==> src/rtl/burst_line_adapter.sv <==
// Adapts single-shot cache line requests to a beat-serial burst memory port.
// Optional BURST_ADAPTER_RADDR_CHECK_EN: drop read beats whose return address mismatches, flag err.
//
// state   | meaning
// IDLE    | waiting for a line read/write request
// RD_REQ  | issuing burst read command until memory accepts it
// RD_DATA | collecting BEATS return beats into the line buffer
// WR_DATA | presenting write beats, advancing on each accepted beat
// RESP    | one-cycle completion pulse to the requester
module burst_line_adapter #(
    parameter int ADDR_W = 32,
    parameter int BEAT_W = 64,
    parameter int BEATS  = 4
) (
    input  logic                     clk,
    input  logic                     rst,
    input  logic [ADDR_W-1:0]        dfp_addr,
    input  logic                     dfp_read,
    input  logic                     dfp_write,
    input  logic [BEAT_W*BEATS-1:0]  dfp_wdata,
    output logic [BEAT_W*BEATS-1:0]  dfp_rdata,
    output logic                     dfp_resp,
    output logic [ADDR_W-1:0]        bmem_addr,
    output logic                     bmem_read,
    output logic                     bmem_write,
    output logic [BEAT_W-1:0]        bmem_wdata,
    input  logic                     bmem_ready,
    input  logic [ADDR_W-1:0]        bmem_raddr,
    input  logic [BEAT_W-1:0]        bmem_rdata,
    input  logic                     bmem_rvalid,
    output logic                     err
);

    localparam int LINE_W = BEAT_W * BEATS;
    localparam int OFF_W  = $clog2(LINE_W / 8);
    localparam int CNT_W  = (BEATS > 1) ? $clog2(BEATS) : 1;
    localparam logic [CNT_W-1:0] LAST = CNT_W'(BEATS - 1);

    typedef enum logic [2:0] {
        IDLE    = 3'd0,
        RD_REQ  = 3'd1,
        RD_DATA = 3'd2,
        WR_DATA = 3'd3,
        RESP    = 3'd4
    } state_t;

    state_t              state;
    state_t              state_nx;
    logic [ADDR_W-1:0]   addr_q;
    logic [ADDR_W-1:0]   addr_aligned;
    logic [LINE_W-1:0]   wline_q;
    logic [LINE_W-1:0]   rbuf_q;
    logic [LINE_W-1:0]   rbuf_nx;
    logic [CNT_W-1:0]    cnt;
    logic [BEAT_W-1:0]   wbeat;
    logic                beat_ok;
    logic                unused_off;

    assign addr_aligned = {dfp_addr[ADDR_W-1:OFF_W], OFF_W'(0)};
    assign unused_off   = ^dfp_addr[OFF_W-1:0];

`ifdef BURST_ADAPTER_RADDR_CHECK_EN
    logic raddr_match;
    logic err_q;

    assign raddr_match = (bmem_raddr == addr_q);
    assign beat_ok     = (state == RD_DATA) && bmem_rvalid && raddr_match;

    always_ff @(posedge clk or posedge rst) begin
        if (rst) begin
            err_q <= 1'b0;
        end else if ((state == RD_DATA) && bmem_rvalid && !raddr_match) begin
            err_q <= 1'b1;
        end
    end

    assign err = err_q;
`else
    logic unused_raddr;

    assign unused_raddr = ^bmem_raddr;
    assign beat_ok      = (state == RD_DATA) && bmem_rvalid;
    assign err          = 1'b0;
`endif

    always_ff @(posedge clk or posedge rst) begin
        if (rst) begin
            state <= IDLE;
        end else begin
            state <= state_nx;
        end
    end

    always_comb begin
        state_nx = state;
        case (state)
            IDLE: begin
                if (dfp_write) begin
                    state_nx = WR_DATA;
                end else if (dfp_read) begin
                    state_nx = RD_REQ;
                end
            end
            RD_REQ: begin
                if (bmem_ready) begin
                    state_nx = RD_DATA;
                end
            end
            RD_DATA: begin
                if (beat_ok && (cnt == LAST)) begin
                    state_nx = RESP;
                end
            end
            WR_DATA: begin
                if (bmem_ready && (cnt == LAST)) begin
                    state_nx = RESP;
                end
            end
            RESP:    state_nx = IDLE;
            default: state_nx = IDLE;
        endcase
    end

    always_comb begin
        wbeat = '0;
        for (int i = 0; i < BEATS; i++) begin
            if (cnt == CNT_W'(i)) begin
                wbeat = wline_q[i*BEAT_W +: BEAT_W];
            end
        end
    end

    always_comb begin
        bmem_read  = 1'b0;
        bmem_write = 1'b0;
        bmem_wdata = '0;
        dfp_resp   = 1'b0;
        case (state)
            RD_REQ:  bmem_read = 1'b1;
            WR_DATA: begin
                bmem_write = 1'b1;
                bmem_wdata = wbeat;
            end
            RESP:    dfp_resp = 1'b1;
            default: ;
        endcase
    end

    assign bmem_addr = addr_q;

    // The final beat is merged combinationally so dfp_rdata updates only on a full line.
    always_comb begin
        rbuf_nx = rbuf_q;
        for (int i = 0; i < BEATS; i++) begin
            if (cnt == CNT_W'(i)) begin
                rbuf_nx[i*BEAT_W +: BEAT_W] = bmem_rdata;
            end
        end
    end

    always_ff @(posedge clk or posedge rst) begin
        if (rst) begin
            addr_q    <= '0;
            wline_q   <= '0;
            rbuf_q    <= '0;
            dfp_rdata <= '0;
            cnt       <= '0;
        end else begin
            case (state)
                IDLE: begin
                    cnt <= '0;
                    if (dfp_write) begin
                        addr_q  <= addr_aligned;
                        wline_q <= dfp_wdata;
                    end else if (dfp_read) begin
                        addr_q <= addr_aligned;
                    end
                end
                RD_REQ: cnt <= '0;
                RD_DATA: begin
                    if (beat_ok) begin
                        rbuf_q <= rbuf_nx;
                        cnt    <= cnt + 1'b1;
                        if (cnt == LAST) begin
                            dfp_rdata <= rbuf_nx;
                        end
                    end
                end
                WR_DATA: begin
                    if (bmem_ready) begin
                        cnt <= cnt + 1'b1;
                    end
                end
                default: ;
            endcase
        end
    end

endmodule

==> config.mk <==
export PLATFORM = sky130hd
export DESIGN_NAME = burst_line_adapter
export DESIGN_NICKNAME = d
export VERILOG_FILES = /design/src/rtl/burst_line_adapter.sv
export SDC_FILE = /design/constraint.sdc
export NUM_CORES = 2
export LEC_CHECK = 0
export ABC_CLOCK_PERIOD_IN_PS = 37200
export CAP_MARGIN = 25
export CORE_AREA = 2 2 288 290
export DETAILED_ROUTE_END_ITERATION = 6
export DIE_AREA = 0 0 290 292
export HOLD_SLACK_MARGIN = 0.12
export PLACE_DENSITY = 0.65
export SETUP_SLACK_MARGIN = 0.1
export SYNTH_ARGS = -nofsm -noshare
export SYNTH_HDL_FRONTEND = slang
export SYNTH_SLANG_ARGS = --single-unit
==> constraint.sdc <==
create_clock -name clk -period 37.2 [get_ports clk]
set_input_delay 7.44 -clock clk [delete_from_list [all_inputs] [get_ports clk]]
set_output_delay 7.44 -clock clk [all_outputs]
set_load 0.1 [all_outputs]
# Word level (Yosys, flattened, before mapping)
# Cells that the tools add are included.
# word_totals
ff_bits,805
input_bits,390
output_inout_bits,356
wordCells,57
# op_classes
addsub,1
n_eq_ne,13
muxes,23
reduce_logical,14
# op_table
cell,count
two-way mux 64 bit,9
two-way mux 32 bit,2
two-way mux 3 bit,5
case mux 3 bit (4 select lines),1
"inequality test 2 bit, second input constant",4
"== test 3 x 2 -> 1 bit, second input constant",2
case mux 2 bit (3 select lines),1
AND reduction 2 bit,3
AND reduction 3 bit,2
"== test 2 bit, second input constant",2
two-way mux 2 bit,2
AND reduction 4 bit,1
"== test 3 x 1 -> 1 bit, second input constant",1
"== test 3 bit, second input constant",1
logical AND 1 bit,3
zero test 3 bit,1
two-way mux 1 bit,3
"inequality test 3 bit, second input constant",1
nonzero test 3 bit,1
"adder 2 x 1 -> 2 bit, second input constant",1
"== test 2 x 1 -> 1 bit, second input constant",1
zero test 2 bit,1
"inequality test 2 x 1 -> 1 bit, second input constant",1
nonzero test 2 bit,1
OR reduction 2 bit,1

# Logic depth before layout (Yosys ltp)
# logic_depth
ltp_word,6
mapped_depth,8
ltp_nobuf,5

# Least setup slack after synthesis
# OpenSTA, ideal clock, no wires.
# synth_path
path_type,reg-to-output
startpoint,reg state[2]
endpoint,out dfp_resp
t_arrival_ns,2.740
t_required_ns,29.760
slack_ns,27.020
stages_incl_launch_ff,3
path_buffers,1
path_cell_list,dfrtp_1 buf_2 nor3b_1
# synth_between
elab_chain_len,2
# synth_rtl
element,line_no,source
start: declaration,47,state_t state;
start signal: assignment,90,state <= state_nx;
== test 3 bit,138,case (state)
two-way mux 1 bit,138,
end: declaration,22,"output logic dfp_resp,"
# No other way between the ends.

# Worst setup path in the final report
# layout_path
startpoint,reg cnt[0]
endpoint,out bmem_wdata[56]
# layout_between
elab_chain_len,6
word_cells_on_any_way,9
cone_classes,eq/ne: 3; mux: 5; reduce/logical: 1
# layout_rtl
element,line_no,source
start: declaration,54,logic [CNT_W-1:0] cnt;
start signal: assignment,183,cnt <= cnt + 1'b1;
start signal: assignment,191,cnt <= cnt + 1'b1;
zero test 2 bit,127,if (cnt == CNT_W'(i)) begin
two-way mux 64 bit (3 in series),127,
two-way mux 64 bit *,127,
two-way mux 64 bit *,138,
end: declaration,26,"output logic [BEAT_W-1:0] bmem_wdata,"
# Every way passes the cells marked *; elsewhere a longest branch is shown, timed or not.

==> reports/results.ini <==
[status]
status=finished clean

[synthesis]
synth_largest_area_cell=dfrtp_1
syn_inst=2166
yosysSeqAreaShare_pct=57.7
synth_area_leaders=dfrtp_1 (58%), mux2_2 (31%), a32o_1 (2.0%)
yosysUniqueCellTypes=31
synth_edf_count=0
ys_ff_latch=736
synthArstFlopShare_pct=100
synth_area_per_cell_sq_um=14.7
synth_top_area_share_pct=57.7
synthFlopType=dfrtp_1
synth_area_sq_um=31900
ys_warn_count=0

[job]
maxCapViolations=0

[sta]
period_minus_slack_ps=12130
layout_setup_ws_ps=25070
tightest_slew_ps=1340
skew_ps=45.6
maxSlewViolCount=0
hold_viol_final=0
holdWs_ps=483
slew_headroom_pct=10.7
rsz0062_at_grt=false
fin_tns_setup_ps=0
setup_viol=0
fin_crit_sh_pct=32.6
fmax_ghz=0.0824

[route]
via_per_inst=5.13
postRouteAntennaNets=0
routed_wl_um=90200
routedWlPerCell_um=22.6
first_pass_iters=5
vias=20432
drt_iter0_drc=934
route.detailed.drc=0

[floorplan]
die_height_um=292
rows=105
ios=746
initial_utilization_pct=39.1
die_area_sq_um=84700
die_w_um=290
core_sq_um=81600

[setup_path]
worstRegToRegCells=9
path_cells=inv_1, ha_4, buf_4, a21oi_1, o21ai_0, a32o_1, clkdlybuf4s50_1
end_kind=primary output
startpoint=cnt[0]
slowest_stage=clkdlybuf4s50_1
path_max_fanout=77
crit_required_ps=29760
crit_path_max_incr_delay_ps=1160
r2r-start=cnt[0]
critical_path_class=flop to primary output
critPathArrivalTime_ps=4690
reg2reg_slack_ps=32600
timing.rr.end=dfp_rdata[68]
start_kind=flop

[grt]
grt_max_degree=190
grt_pass1_wl_um=138000
grt_pass1_vias=22164
grt_overflow=0
antenna_found_initial=25
track_usage_pct=21.1

[cts]
post_cts_buffers=0
clkSinkCount=736
tritoncts=built
cts-root-buf=clkbuf_16
cts_resized=0
clock_path_buffers=3
clk_latency_ps=650
htreeDepth=3
numCtsBuffers=82
clkTransAtPathRegs_ps=50
hold_buffers=0

[cells_and_area]
postLayoutCoreUtil_pct=52.6
multiInputGateArea_sq_um=12700
fillers=6791
drive_gt1_share_pct=37.0
synthToLayoutAreaGrowth_pct=34.4
fin_nets=3237
regArea_sq_um=18400

[placement]
place_congestion=0.848
port_buffers=702
post-dp-hpwl_um=59600
post-place-ws_ps=25110

[hold_path]
hold_start=dfp_rdata[251]
hold_path_class=flop to flop
hold_path_depth=1
holdPathEnd=dfp_rdata[251]

==> worst max-delay path by stage <==
stage                                 to  slack [ps]  cells past startpoint
final                     bmem_wdata[56]       25070                      7
after detailed placement  dfp_rdata[150]       25110                      7
after global routing      bmem_wdata[56]       24780                      7
after global placement     dfp_rdata[84]       24900                      6
after CTS                 bmem_wdata[56]       24920                      7
after floorplan            bmem_addr[10]        9110                      1
==> cell usage after synthesis, types with 23 or more instances <==
cell	instances
mux2_2	893
dfrtp_1	736
nand2b_1	67
a32o_1	64
clkbuf_1	64
nand2_1	64
a21oi_1	60
o21ai_0	59
buf_4	38
mux2_1	31
buf_2	29
buf_6	23
==> final cells by class <==
class	instances	share of cell area, %
antenna	12	0.0700
multi-input combinational	1274	29.5
timing repair buffer	744	17.9
sequential	736	42.9
clock inverter	25	0.881
clock buffer	118	5.52
tap	1070	3.12
inverter	5	0.0612
==> cells by family (layout without fill, tap and decap cells) <==
kind of cell	Yosys count	in the layout	synth area share, %
mux	925	925	32.6
flops	736	736	57.7
compound gates	192	192	4.13
buf+inv	161	892	2.99
simple gates	147	147	2.41
fa+ha+maj	4	4	0.157
other cells	1	18	0.0117
==> critical path, delay by kind of cell, from the launching register on <==
family / cells / cell delay (ps)
AO/OA/AOI/OAI: 3 / 560
adder cells (fa/ha/maj): 1 / 750
flip-flops: 1 / 460
buffers and inverters: 3 / 2240
==> per-stage QoR <==
step	area, sq um	cells
2_1_floorplan	31900	2171
3_3_place_gp	39700	3812
3_5_place_dp	40000	3823
4_1_cts	42700	3966
5_1_grt	42900	3981
6_report	42900	3984
==> sequential cells by signal, summed over array words and instances (netlist names) <==
register,count
state,3
wline_q,256
rbuf_q,192
dfp_rdata,256
cnt,2
bmem_addr,27
==> placed cells by master, fill, tap and decap left out, drive strengths merged, types with 3 or more instances in the layout <==
cell           synthesis  layout
a21oi                 60      60
a221o                  5       5
a32o                  64      64
buf                   92      44
bufinv                 0       5
clkbuf                64     118
clkdlybuf4s50          0     700
clkinv                 0      16
conb                   1       6
dfrtp                736     736
diode                  0      12
ha                     4       4
inv                    5       9
mux2                 924     924
nand2                 65      65
nand2b                67      67
nor2                   4       4
nor3                   3       3
o21ai                 59      59
==> per-layer routing <==
| layer | GRT usage, % | share of wire [%] | up-vias | wire length (um) |
|---|---|---|---|---|
| met5 | 0 | 0.13 | - | 120 |
| li1 | - | - | 9154 | - |
| met2 | 34.3 | 48 | 572 | 43100 |
| met3 | 8.95 | 9.2 | 167 | 8330 |
| met4 | 7.37 | 3.0 | 20 | 2680 |
| met1 | 25.1 | 40 | 10519 | 35900 |
Power is not shown: default switching activity piles up to over one toggle a cycle in this logic, so the estimate is an artifact.
